--- src/rtl/state_timer.sv ---
// Dwell timer for the train controller: reloads the per-state duration whenever
// present_state changes, counts it down in prescaled ticks and pulses expired at zero.
module state_timer #(
    parameter int WIDTH    = 19,
    parameter int STATE_W  = 4,
    parameter int TICK_DIV = 50_000_000
) (
    input  logic               clk,
    input  logic               rst_n,
    input  logic [STATE_W-1:0] present_state,
    input  logic [WIDTH-1:0]   tload,
    input  logic               hold,
    output logic [WIDTH-1:0]   remaining,
    output logic               running,
    output logic               done,
    output logic               expired
);

    localparam int PW = (TICK_DIV > 1) ? $clog2(TICK_DIV) : 1;
    localparam logic [PW-1:0] PRE_MAX = PW'(TICK_DIV - 1);

    typedef enum logic [1:0] {
        ST_WAIT,
        ST_ARM,
        ST_RUN,
        ST_DONE
    } state_t;

    state_t             state_reg, state_next;
    logic [WIDTH-1:0]   remaining_reg, remaining_next;
    logic [PW-1:0]      prescaler_reg, prescaler_next;
    logic [STATE_W-1:0] prev_state_reg;
    logic               expired_reg, expired_next;
    logic               chg;

    assign chg = (present_state != prev_state_reg);

    always_ff @(posedge clk or negedge rst_n) begin
        if (!rst_n) begin
            state_reg      <= ST_WAIT;
            remaining_reg  <= '0;
            prescaler_reg  <= '0;
            prev_state_reg <= '0;
            expired_reg    <= 1'b0;
        end else begin
            state_reg      <= state_next;
            remaining_reg  <= remaining_next;
            prescaler_reg  <= prescaler_next;
            prev_state_reg <= present_state;
            expired_reg    <= expired_next;
        end
    end

    always_comb begin
        state_next     = state_reg;
        remaining_next = remaining_reg;
        prescaler_next = prescaler_reg;
        expired_next   = 1'b0;
        case (state_reg)
            // One edge of slack so the upstream duration register settles after reset.
            ST_WAIT: state_next = ST_ARM;
            ST_ARM: begin
                remaining_next = tload;
                prescaler_next = '0;
                if (chg) begin
                    state_next = ST_ARM;
                end else if (tload == '0) begin
                    state_next   = ST_DONE;
                    expired_next = 1'b1;
                end else begin
                    state_next = ST_RUN;
                end
            end
            ST_RUN: begin
                // A state change wins over a coinciding tick: restart without pulsing.
                if (chg) begin
                    state_next = ST_ARM;
                end else if (!hold) begin
                    if (prescaler_reg == PRE_MAX) begin
                        prescaler_next = '0;
                        if (remaining_reg <= WIDTH'(1)) begin
                            remaining_next = '0;
                            state_next     = ST_DONE;
                            expired_next   = 1'b1;
                        end else begin
                            remaining_next = remaining_reg - WIDTH'(1);
                        end
                    end else begin
                        prescaler_next = prescaler_reg + PW'(1);
                    end
                end
            end
            ST_DONE: begin
                remaining_next = '0;
                if (chg) state_next = ST_ARM;
            end
            default: state_next = ST_WAIT;
        endcase
    end

    assign remaining = remaining_reg;
    assign running   = (state_reg == ST_RUN);
    assign done      = (state_reg == ST_DONE);
    assign expired   = expired_reg;

endmodule

--- config.mk ---
export PLATFORM = sky130hd
export DESIGN_NAME = state_timer
export DESIGN_NICKNAME = d
export VERILOG_FILES = /design/src/rtl/state_timer.sv
export SDC_FILE = /design/constraint.sdc
export NUM_CORES = 1
export LEC_CHECK = 0
export CORE_ASPECT_RATIO = 1.75
export CORE_MARGIN = 10
export CORE_UTILIZATION = 59
export DETAILED_ROUTE_END_ITERATION = 10
export PLACE_DENSITY_LB_ADDON = 0.2
export SYNTH_ARGS = -nofsm -noshare
export SYNTH_HDL_FRONTEND = slang
export SYNTH_SLANG_ARGS = --single-unit
--- constraint.sdc ---
create_clock -name clk -period 3.78 [get_ports clk]
set_input_delay 0.945 -clock clk [delete_from_list [all_inputs] [get_ports clk]]
set_output_delay 0.945 -clock clk [all_outputs]
set_load 0.02 [all_outputs]
---- After elaboration in Yosys (flattened, before gate mapping) ----
Index checks and enable logic that the tools add are counted.
operators by class
  eq/ne operators ......................... 12
  multiplexer cells ....................... 24
  reductions and logical operators ........ 7
  magnitude comparators ................... 1
  add/subtract/negate cells ............... 2
operators by type and width
  kind                                                                                number
  26-bit 2-to-1 mux                                                                   3
  19-bit 2-to-1 mux                                                                   4
  19-bit one-hot mux with 3 select lines                                              1
  26-bit one-hot mux with 2 select lines                                              1
  26-bit by 1-bit adder with 26-bit output (second input constant)                    1
  26-bit equality test (second input constant)                                        1
  19-bit by 1-bit less-or-equal comparator with 1-bit output (second input constant)  1
  19-bit zero test                                                                    1
  19-bit by 1-bit subtractor with 19-bit output (second input constant)               1
  2-bit 2-to-1 mux                                                                    6
  2-bit one-hot mux with 4 select lines                                               1
  4-bit AND reduction                                                                 2
  1-bit 2-to-1 mux                                                                    7
  3-bit by 1-bit != test with 1-bit output (second input constant)                    2
  2-bit equality test (second input constant)                                         2
  2-bit by 1-bit != test with 1-bit output (second input constant)                    2
  2-bit != test (second input constant)                                               2
  4-bit != test                                                                       1
  3-bit by 2-bit != test with 1-bit output (second input constant)                    1
  3-bit AND reduction                                                                 1
  3-bit nonzero test                                                                  1
  2-bit by 1-bit equality test with 1-bit output (second input constant)              1
  2-bit zero test                                                                     1
  1-bit one-hot mux with 2 select lines                                               1
  2-bit nonzero test                                                                  1
storage, ports and cells
  logic and storage cells ................. 51
  register bits ........................... 52
  output and inout bits ................... 22
  input port bits ......................... 26

---- Depth between registers and ports, before layout ----
Gate-level depths: netlist (run 1).
  depth in word-level cells ............... 6
  depth in mapped cells ................... 9
  mapped depth without buffers ............ 7

---- Worst setup path before layout (run 1) ----
No wires, ideal clock.
  kind .................................... input-to-reg
  start ................................... input port present_state[1]
  end ..................................... register prescaler_reg[12]
  data required time ...................... 3,697 ps
  library setup time ...................... 83 ps
  buffers on the path ..................... 1
  slack ................................... 1,198 ps
  data arrival time ....................... 2,499 ps
  stages .................................. 6
  cell sequence ........................... xor2_1 nor4_4 a31oi_1 clkbuf_1 or4_1 o21ai_0
on the way
  longest elaborated chain between the ends .. 3
ends and longest elaborated chain
  what                           RTL line  RTL
  start: declaration             10        input logic [STATE_W-1:0] present_state,
  4-bit != test                  36        assign chg = (present_state != prev_state_reg);
  2-bit != test (no line)        -
  3-bit AND reduction (no line)  -
  end signal: assignment         48        prescaler_reg <= prescaler_next;
  end: declaration               31        logic [PW-1:0] prescaler_reg, prescaler_next;
No other way between the ends.
A chain may end at the register's enable or synchronous reset.

---- Worst setup path in the final report (run 1) ----
  start ................................... register state_reg[0]
  end ..................................... output port running
on the way
  longest elaborated chain between the ends .. 1
ends and longest elaborated chain
  what                      RTL line  RTL
  start: declaration        29        state_t state_reg, state_next;
  start signal: assignment  46        state_reg <= state_next;
  2-bit equality test       102       assign running = (state_reg == ST_RUN);
  end: declaration          14        output logic running,
No other way between the ends.

==> flow_metrics.env, run 1 <==
export IMPL_start_util_pct=60.9
export IMPL_status="finished clean"
export IMPL_cp_max_fo=10
export IMPL_cts_tree="yes"
export IMPL_wirelength_um=8910
export IMPL_dp_hpwl_um=6710
export IMPL_nFillCells=419
export IMPL_ys_warn_count=0
export IMPL_multi_input_area_sq_mm=0.00171
export IMPL_drive_gt1_share_pct=6.57
export IMPL_antenna_found_initial=0
export IMPL_viasPerCell=6.68
export IMPL_fmax_ghz=0.354
export IMPL_grt_first_pass_wirelength_um=15200
export IMPL_slew_viol_final=0
export IMPL_cts_hold_buf=0
export IMPL_grt_max_degree=41
export IMPL_vias=3114
export IMPL_die_y_um=117
export IMPL_synth_seq_area_share_pct=40.7
export IMPL_drv_cap=0
export IMPL_fin_crit_ps=2830
export IMPL_setup_tns_ps=0
export IMPL_post_place_cells=458
export IMPL_worst_path_largest_cell_delay_ps=690
export IMPL_rrSetupSlack_ps=1090
export IMPL_clkTransAtPathRegs_ps=90
export IMPL_layout_nets=443
export IMPL_synth_edf_count=0
export IMPL_final_setup_viol_count=0
export IMPL_largest_register_ffs=26
export IMPL_drt_iter0_markers=247
export IMPL_synth_top_flop_cell="dfrtp_1"
export IMPL_hp_class="flop to flop"
export IMPL_grt_usage_pct=21.0
export IMPL_cts_repair_resized=0
export IMPL_rsz0062_at_grt="no"
export IMPL_synth_fp_nets=398
export IMPL_coreArea_sq_mm=0.00526
export IMPL_route_detailed_drc=0
export IMPL_critPathArrivalTime_ps=1880
export IMPL_io_buffers=47
export IMPL_root_buffer="clkbuf_8"
export IMPL_ff_latch_area_sq_mm=0.00130
export IMPL_syn2layout_area_growth_pct=19.6
export IMPL_pin_count=48
export IMPL_end_kind="output pin"
export IMPL_final_instance_count_excl_fill=466
export IMPL_overflow=0
export IMPL_netlist_cell_type_count=50
export IMPL_fin_util_pct=72.8
export IMPL_syn_inst=365
export IMPL_crit_path_start_kind="flop"
export IMPL_die_w_um=75.7
export IMPL_wire_per_inst_um=19.1
export IMPL_leakagePower_nw=1.48
export IMPL_post_cts_buffers=0
export IMPL_insertion_delay_ps=310
export IMPL_cts_max_path_buffers=2
export IMPL_avgSynthCellArea_sq_um=8.76
export IMPL_fin_crit_sh_pct=74.8
export IMPL_crit_family="buffers and inverters"
export IMPL_drt_pass1_iterations=4
export IMPL_gp_congestion=0.886
export IMPL_rows=35
export IMPL_cp_num_buf_inv=2
export IMPL_skew_ps=7.93
export IMPL_dieArea_sq_mm=0.00888
export IMPL_ant_nets=0
export IMPL_p_per_area_mw_per_mm2=550
export IMPL_netlist_area_sq_mm=0.00320
export IMPL_slowest_stage="clkdlybuf4s50_1"
export IMPL_required_ps=2830
export IMPL_path_cells="inv_1 -> ha_1 -> clkdlybuf4s50_1"
export IMPL_antenna_cells=0
export IMPL_synthArstFlopShare_pct=100
export IMPL_grt_pass1_vias=3133
export IMPL_slew_headroom_pct=25.6
export IMPL_worst_slew_pin_slew_ps=1120
export IMPL_irDropWorstVdd_uv=442
export IMPL_worstSetupPathType="flop to output pin"
export IMPL_finalHoldViolCount=0
export IMPL_cts_htree_levels=2
export IMPL_cts_buffers=5
export IMPL_ys_ff_latch=52
export IMPL_cts_num_sinks=52
## worst reg2reg max path, delay by kind of cell (launching register included)
family | cells | cell delay, ps
AOI/OAI and AO/OA | 3 | 870
and+or+nand+nor | 2 | 1250
DFF | 1 | 450
## cell usage after synthesis (3+ instances only)
| cell | n | area (sq um) |
|---|---|---|
| dfrtp_1 | 52 | 1300 |
| inv_1 | 34 | 128 |
| a21oi_1 | 33 | 165 |
| nand2_1 | 25 | 93.8 |
| nor2_1 | 18 | 67.6 |
| o22ai_1 | 18 | 113 |
| nand3_1 | 17 | 85.1 |
| o21ai_0 | 17 | 85.1 |
| nor4_1 | 13 | 81.3 |
| or3_1 | 11 | 68.8 |
| clkbuf_1 | 9 | 33.8 |
| or4_1 | 9 | 67.6 |
| a32oi_1 | 8 | 70.1 |
| ha_1 | 7 | 87.6 |
| nand4_1 | 7 | 43.8 |
| a21o_1 | 6 | 45.0 |
| a22oi_1 | 6 | 45.0 |
| buf_2 | 6 | 30.0 |
| nor3_1 | 6 | 30.0 |
| o31ai_1 | 6 | 45.0 |
| a22o_1 | 5 | 43.8 |
| mux2i_1 | 4 | 40.0 |
| xor2_1 | 4 | 35.0 |
| a211oi_1 | 3 | 22.5 |
| nand2b_1 | 3 | 18.8 |
| nor4_2 | 3 | 37.5 |
| o21bai_1 | 3 | 22.5 |
| o2bb2ai_1 | 3 | 26.3 |
## per-layer routing
layer | share of wire (%) | up-vias | track usage (%) | routed length [um]
li1 | - | 1469 | - | -
met1 | 37 | 1508 | 23.4 | 3300
met2 | 56 | 114 | 37.0 | 4960
met3 | 4.7 | 23 | 4.05 | 416
met4 | 2.7 | 0 | 7.94 | 240
met5 | 0 | - | 0 | 0
## worst paths after layout
check                            startpoint                end  cells after the start
setup reg to reg               remaining[3]       remaining[7]                      5
setup / recovery               state_reg[0]            running                      3
max in group asynchronous             rst_n  prescaler_reg[13]                      2
min in group asynchronous             rst_n  prev_state_reg[2]                      1
hold / removal             prescaler_reg[0]   prescaler_reg[0]                      1
hold reg to reg            prescaler_reg[0]   prescaler_reg[0]                      1
## stage by stage
step / hold WS, ps / power [mW] / cell area (sq um) / worst slack (ps)
CTS: 543 / 2.10 / 3830 / 957
finish: 542 / 2.11 / 3830 / 952
floorplan: 488 / 1.35 / 3200 / 1200
global placement: 516 / 1.74 / 3740 / 789
detailed placement: 515 / 1.77 / 3740 / 744
global route: 575 / 2.24 / 3830 / 867
## report_power, final
part	internal (mW)	leakage (nW)	switching [mW]
logic	0.406	0.761	0.577
registers	0.657	0.674	0.132
clock network	0.150	0.0455	0.185
total	1.21	1.48	0.893
## area by class of cell
type | count | area share (%)
Multi-Input combinational cell | 263 | 44.6
Inverter | 34 | 3.34
Clock buffer | 8 | 2.35
Sequential cell | 52 | 34.0
Tap cell | 55 | 1.80
Timing Repair Buffer | 54 | 13.9
## placed cells by master, fill, tap and decap left out, types with 7 or more instances in the layout
master and count:
a32oi_1 8, nor4_1 13, nand3_1 17, or3_1 11
o21ai_0 17, clkdlybuf4s50_1 46, dfrtp_1 52, o22ai_1 18
ha_1 7, nand2_1 25, nor2_1 18, inv_1 34
a21oi_1 33, or4_1 9, nand4_1 7
## logic make-up after synthesis
logic type	count (synthesis)	share of synthesized area, %
compound gates	121	24.8
xor+xnor	4	1.10
flops	52	40.7
simple gates	127	23.0
mux	4	1.25
buf+inv	50	6.34
fa+ha+maj	7	2.74
(Power assumes the default switching activity.)
==> inputs of run 2 (changes only) <==
--- a/config.mk
+++ b/config.mk
@@ -7,7 +7,7 @@
 export LEC_CHECK = 0
 export CORE_ASPECT_RATIO = 1.75
 export CORE_MARGIN = 10
-export CORE_UTILIZATION = 59
+export CORE_UTILIZATION = 54
 export DETAILED_ROUTE_END_ITERATION = 10
 export PLACE_DENSITY_LB_ADDON = 0.2
 export SYNTH_ARGS = -nofsm -noshare
==> constraint.sdc (replaced) <==
create_clock -name clk -period 2.7 [get_ports clk]
set_input_delay 0.675 -clock clk [delete_from_list [all_inputs] [get_ports clk]]
set_output_delay 0.675 -clock clk [all_outputs]
set_load 0.02 [all_outputs]
==> run 2 against run 1 <==
  * Sequential power rose by 40%
  * Worst hold slack got worse by 78 ps
  * Count of clock-buffer cells in the layout fell by 2
  * Clock power rose by 31%
  * Critical endpoint is now remaining[1]
  * Utilization fell by 5.1 points
  * Sequential share of layout area fell by 1.0 points
  * Register-to-register slack got worse by 850 ps
  * Global-route usage fell by 1.4 points
==> flow_metrics.env, run 2 (same netlist as run 1, synthesis figures left out) <==
export IMPL_critPathArrivalTime_ps=2660
export IMPL_die_w_um=78.2
export IMPL_fmax_ghz=0.406
export IMPL_setup_tns_ps=0
export IMPL_nFillCells=512
export IMPL_setup_slack_ps=239
export IMPL_required_ps=2900
export IMPL_post_cts_buffers=0
export IMPL_grt_first_pass_wirelength_um=15400
export IMPL_wirelength_um=9020
export IMPL_start_util_pct=54.8
export IMPL_wire_per_inst_um=18.0
export IMPL_crit_start="remaining[3]"
export IMPL_path_cells="or4_1 -> nor4_4 -> a21oi_2 -> a221oi_1 -> a21oi_1"
export IMPL_root_buffer="clkbuf_8"
export IMPL_drt_pass1_iterations=5
export IMPL_slew_viol_final=0
export IMPL_final_setup_viol_count=0
export IMPL_cts_tree="yes"
export IMPL_busiest_layer="met2"
export IMPL_grt_use_met2_pct=36.9
export IMPL_grt_pass1_vias=3271
export IMPL_placedInstanceArea_sq_mm=0.00387
export IMPL_cp_depth=5
export IMPL_cts_htree_levels=2
export IMPL_final_common_cell="dfrtp_1"
export IMPL_irDropWorstVdd_uv=476
export IMPL_rows=37
export IMPL_finalHoldViolCount=0
export IMPL_dieArea_sq_mm=0.00952
export IMPL_cp_num_buf_inv=0
export IMPL_crit_path_end="remaining[1]"
export IMPL_post_place_ws_ps=-54.5
export IMPL_pin_count=48
export IMPL_grt_usage_pct=19.6
export IMPL_die_y_um=122
export IMPL_fin_crit_ps=2460
export IMPL_worst_slew_pin_slew_ps=1060
export IMPL_overflow=0
export IMPL_cts_num_sinks=52
export IMPL_drt_iter0_markers=280
export IMPL_coreArea_sq_mm=0.00583
export IMPL_reg2regPathDepth=5
export IMPL_worst_path_largest_cell_delay_ps=690
export IMPL_vias=3212
export IMPL_layout_nets=457
export IMPL_grt_max_degree=53
export IMPL_fin_crit_sh_pct=91.2
export IMPL_rrSetupSlack_ps=240
export IMPL_largest_register_ffs=26
export IMPL_hp_class="input pin to asynchronous set/reset pin"
export IMPL_insertion_delay_ps=320
export IMPL_status="finished clean"
export IMPL_crit_path_start_kind="flop"
export IMPL_power_mw=2.95
export IMPL_fin_area_sq_mm=0.00395
export IMPL_cts_max_path_buffers=2
export IMPL_gp_congestion=0.922
export IMPL_cts_repair_resized=0
export IMPL_cts_hold_buf=0
export IMPL_antenna_cells=0
export IMPL_drv_cap=0
export IMPL_cp_max_fo=25
export IMPL_end_kind="flop"
export IMPL_crit_family="simple AND/OR/NAND/NOR gates"
export IMPL_rsz0062_at_grt="no"
export IMPL_cts_buffers=5
export IMPL_grtUsageMet3_pct=4.20
export IMPL_route_detailed_drc=0
export IMPL_met1_usage_pct=19.5
export IMPL_slew_headroom_pct=29.5
export IMPL_mostFrequentLayoutCells="dfrtp_1, clkdlybuf4s50_1, inv_1"
export IMPL_p_per_area_mw_per_mm2=747
export IMPL_antenna_found_initial=0
export IMPL_skew_ps=9.84
export IMPL_leakagePower_nw=1.55
export IMPL_io_buffers=47
export IMPL_ant_nets=0
export IMPL_fin_util_pct=67.7
export IMPL_drive_gt1_share_pct=9.67
export IMPL_slowest_stage="or4_1"
export IMPL_clkTransAtPathRegs_ps=90
export IMPL_dp_hpwl_um=6870
export IMPL_r2r_end="remaining[1]"
export IMPL_worstSetupPathType="flop to flop"
export IMPL_syn2layout_area_growth_pct=23.4
export IMPL_viasPerCell=6.40
export IMPL_timing_rr_start="remaining[3]"
run 2: cell count changes in the layout (fill, tap and decap cells not counted):
cell,change
buf_4,+14
clkbuf_1,-1
clkbuf_8,-1
clkinv_2,+1
run 2: worst register-to-register path: cells and delay by family (launching register included):
family           cells  cell delay [ps]
AO/OA/AOI/OAI        3              770
flip-flops           1              460
AND/OR/NAND/NOR      2             1130
run 2: how the worst min path moves through the flow:
stage                     startpoint                end  slack [ps]  cells after the start
floorplan                      rst_n            expired         380                      0
global placement    prescaler_reg[0]   prescaler_reg[0]         510                      1
detailed placement  prescaler_reg[0]   prescaler_reg[0]         520                      1
CTS                            rst_n  prescaler_reg[17]         490                      2
global route                   rst_n  prescaler_reg[17]         510                      2
finish                         rst_n  prescaler_reg[17]         460                      2
run 2: through the flow:
| stage | instances | hold slack, ps |
|---|---|---|
| finish | 502 | 464 |
| global route | 502 | 512 |
| CTS | 502 | 493 |
| detailed placement | 495 | 521 |
| global placement | 495 | 512 |
| floorplan | 365 | 379 |
run 2: per-layer routing:
layer	vias to the layer above	wire, um
met3	27	439
met4	0	321
li1	1492	-
met1	1584	3260
met2	109	5000
met5	-	0
run 2: cell type report:
cell class	count	area [sq um]	share of cell area [%]
repair buffers	68	636	16.1
well taps	78	97.6	2.47
flip-flops and latches	52	1300	33.0
multi-input cells	263	1710	43.3
inverters	34	128	3.23
clock buffers	6	72.6	1.84
clock inverters	1	5.00	0.127
run 2: where the power goes:
group	internal (mW)	switching [mW]	total (mW)
clock network	0.177	0.261	0.438
logic	0.604	0.807	1.41
registers	0.920	0.180	1.10
==> inputs of run 3 (changes only) <==
--- a/config.mk
+++ b/config.mk
@@ -7,7 +7,8 @@
 export LEC_CHECK = 0
 export CORE_ASPECT_RATIO = 1.75
 export CORE_MARGIN = 10
-export CORE_UTILIZATION = 54
+export CORE_UTILIZATION = 60
+export CTS_BUF_LIST = sky130_fd_sc_hd__clkbuf_2 sky130_fd_sc_hd__clkbuf_4 sky130_fd_sc_hd__clkbuf_8
 export DETAILED_ROUTE_END_ITERATION = 10
 export PLACE_DENSITY_LB_ADDON = 0.2
 export SYNTH_ARGS = -nofsm -noshare
==> constraint.sdc (replaced) <==
create_clock -name clk -period 3.1 [get_ports clk]
set_input_delay 0.775 -clock clk [delete_from_list [all_inputs] [get_ports clk]]
set_output_delay 0.775 -clock clk [all_outputs]
set_load 0.02 [all_outputs]
==> run 3 against run 2 <==
  * Clock skew grew 1.3 ps
  * Clock power increased by 11%
  * Worst setup slack improved by 130 ps
  * Count of clock-buffer cells in the layout fell by 1
  * Utilization increased by 7.3 points
  * Die area is 7.9% lower
  * Via count is 3.7% lower
  * Combinational power is 13% lower
  * Critical path depth fell by 2
  * Cell area decreased by 0.98%
  * Cell count decreased by 6.0%
  * Flip-flop and latch count unchanged
  * Critical endpoint is now running
  * Largest cell class unchanged
  * Largest power group unchanged
==> flow_metrics.env, run 3 (same netlist as run 1, synthesis figures left out) <==
export IMPL_hp_class="input pin to asynchronous set/reset pin"
export IMPL_drt_pass1_iterations=4
export IMPL_dieArea_sq_mm=0.00877
export IMPL_end_kind="output pin"
export IMPL_clkTransAtPathRegs_ps=110
export IMPL_final_instance_count_excl_fill=472
export IMPL_cts_tree="yes"
export IMPL_grt_first_pass_wirelength_um=15000
export IMPL_p_clk_share_pct=18.1
export IMPL_mostFrequentLayoutCells="dfrtp_1, clkdlybuf4s50_1, inv_1"
export IMPL_finalHoldViolCount=0
export IMPL_slew_headroom_pct=24.3
export IMPL_critPathArrivalTime_ps=1950
export IMPL_fin_crit_sh_pct=87.9
export IMPL_gp_congestion=0.870
export IMPL_cts_buffers=5
export IMPL_timing_rr_start="state_reg[0]"
export IMPL_final_setup_viol_count=0
export IMPL_vias=3092
export IMPL_leakagePower_nw=1.52
export IMPL_final_common_cell="dfrtp_1"
export IMPL_io_buffers=47
export IMPL_nFillCells=384
export IMPL_crit_path_end="running"
export IMPL_crit_path_start_kind="flop"
export IMPL_worstSetupPathType="flop to output pin"
export IMPL_insertion_delay_ps=320
export IMPL_cts_num_sinks=52
export IMPL_antenna_found_initial=0
export IMPL_irDropWorstVdd_uv=620
export IMPL_largest_register_ffs=26
export IMPL_route_detailed_drc=0
export IMPL_post_cts_buffers=0
export IMPL_required_ps=2320
export IMPL_root_buffer="clkbuf_8"
export IMPL_fin_crit_ps=2730
export IMPL_drt_iter0_markers=217
export IMPL_power_frac_comb_pct=46.0
export IMPL_coreArea_sq_mm=0.00521
export IMPL_status="finished clean"
export IMPL_cts_hold_buf=0
export IMPL_dp_hpwl_um=6820
export IMPL_setup_tns_ps=0
export IMPL_r2r_end="remaining[5]"
export IMPL_rows=35
export IMPL_seqPwrFrac_pct=35.9
export IMPL_wire_per_inst_um=19.1
export IMPL_syn2layout_area_growth_pct=22.2
export IMPL_drv_cap=0
export IMPL_cts_htree_levels=2
export IMPL_start_util_pct=61.4
export IMPL_intPower_mw=1.57
export IMPL_ant_nets=0
export IMPL_skew_ps=11.2
export IMPL_grt_usage_pct=21.8
export IMPL_pin_count=48
export IMPL_fmax_ghz=0.367
export IMPL_swShare_pct=41.3
export IMPL_p_switching_mw=1.10
export IMPL_die_w_um=75.2
export IMPL_layout_nets=449
export IMPL_rsz0062_at_grt="no"
export IMPL_grt_max_degree=39
export IMPL_reg2regPathDepth=6
export IMPL_overflow=0
export IMPL_slew_viol_final=0
export IMPL_post_place_cells=464
export IMPL_worst_slew_pin_slew_ps=1140
export IMPL_cts_repair_resized=0
export IMPL_cp_max_fo=10
export IMPL_drive_gt1_share_pct=8.39
export IMPL_cts_max_path_buffers=2
export IMPL_crit_start="state_reg[0]"
export IMPL_viasPerCell=6.55
export IMPL_p_per_area_mw_per_mm2=684
export IMPL_antenna_cells=0
export IMPL_grt_pass1_vias=3240
export IMPL_rrSetupSlack_ps=530
export IMPL_die_y_um=117
export IMPL_wirelength_um=9010
run 3: changes by cell type in the layout (fill, tap and decap cells not counted), sizes merged:
| cell | delta |
|---|---|
| bufinv | +1 |
| clkinvlp | +1 |
| buf | -8 |
| clkinv | -1 |
| clkbuf | -1 |
| inv | +1 |
run 3: layout make-up:
class	instances	area, sq um	share of cell area [%]
clock buffer	5	68.8	1.76
inverter	34	128	3.27
tap	55	68.8	1.76
timing repair buffer	60	588	15.0
clock inverter	3	46.3	1.18
sequential	52	1300	33.3
multi-input combinational	263	1710	43.7
run 3: power groups by stage:
stage                     Clock, mW  Sequential (mW)  Combinational (mW)
after floorplan                   0             1.08               0.567
after global placement            0            0.964                1.20
after detailed placement          0            0.966                1.22
after CTS                     0.495            0.957                1.23
after global routing          0.519            0.980                1.33
final                         0.485            0.960                1.23
run 3: layer usage:
layer | global-route usage, % | wire length [um]
met1 | 21.3 | 3250
met3 | 3.91 | 395
met4 | 14.6 | 447
met5 | 0 | 0
met2 | 39.7 | 4920
run 3: worst min-delay path by stage:
| stage | start | endpoint | slack [ps] | cells past startpoint |
|---|---|---|---|---|
| after detailed placement | prescaler_reg[5] | prescaler_reg[5] | 530 | 1 |
| final | rst_n | prescaler_reg[18] | 310 | 1 |
| after global placement | prescaler_reg[1] | prescaler_reg[1] | 520 | 1 |
| after global routing | rst_n | prescaler_reg[18] | 310 | 1 |
| after CTS | rst_n | prescaler_reg[18] | 320 | 1 |
| after floorplan | rst_n | expired | 480 | 0 |
run 3: worst max-delay path, cell delays in order, from the launching register on:
cell	delay (ps)
dfrtp_1	420
inv_1	120
ha_1	400
clkdlybuf4s50_1	700
run 3: metrics by stage:
| stage | setup slack, ps | utilization, % | cell area, sq um | power [mW] | hold WS (ps) |
|---|---|---|---|---|---|
| floorplan | 688 | - | 3200 | 1.64 | 479 |
| global placement | 308 | 72.8 | 3790 | 2.17 | 522 |
| detailed placement | 256 | 72.8 | 3790 | 2.19 | 533 |
| CTS | 348 | 75.0 | 3910 | 2.68 | 323 |
| global route | 282 | 75.0 | 3910 | 2.83 | 315 |
| finish | 374 | 75.0 | 3910 | 2.67 | 313 |
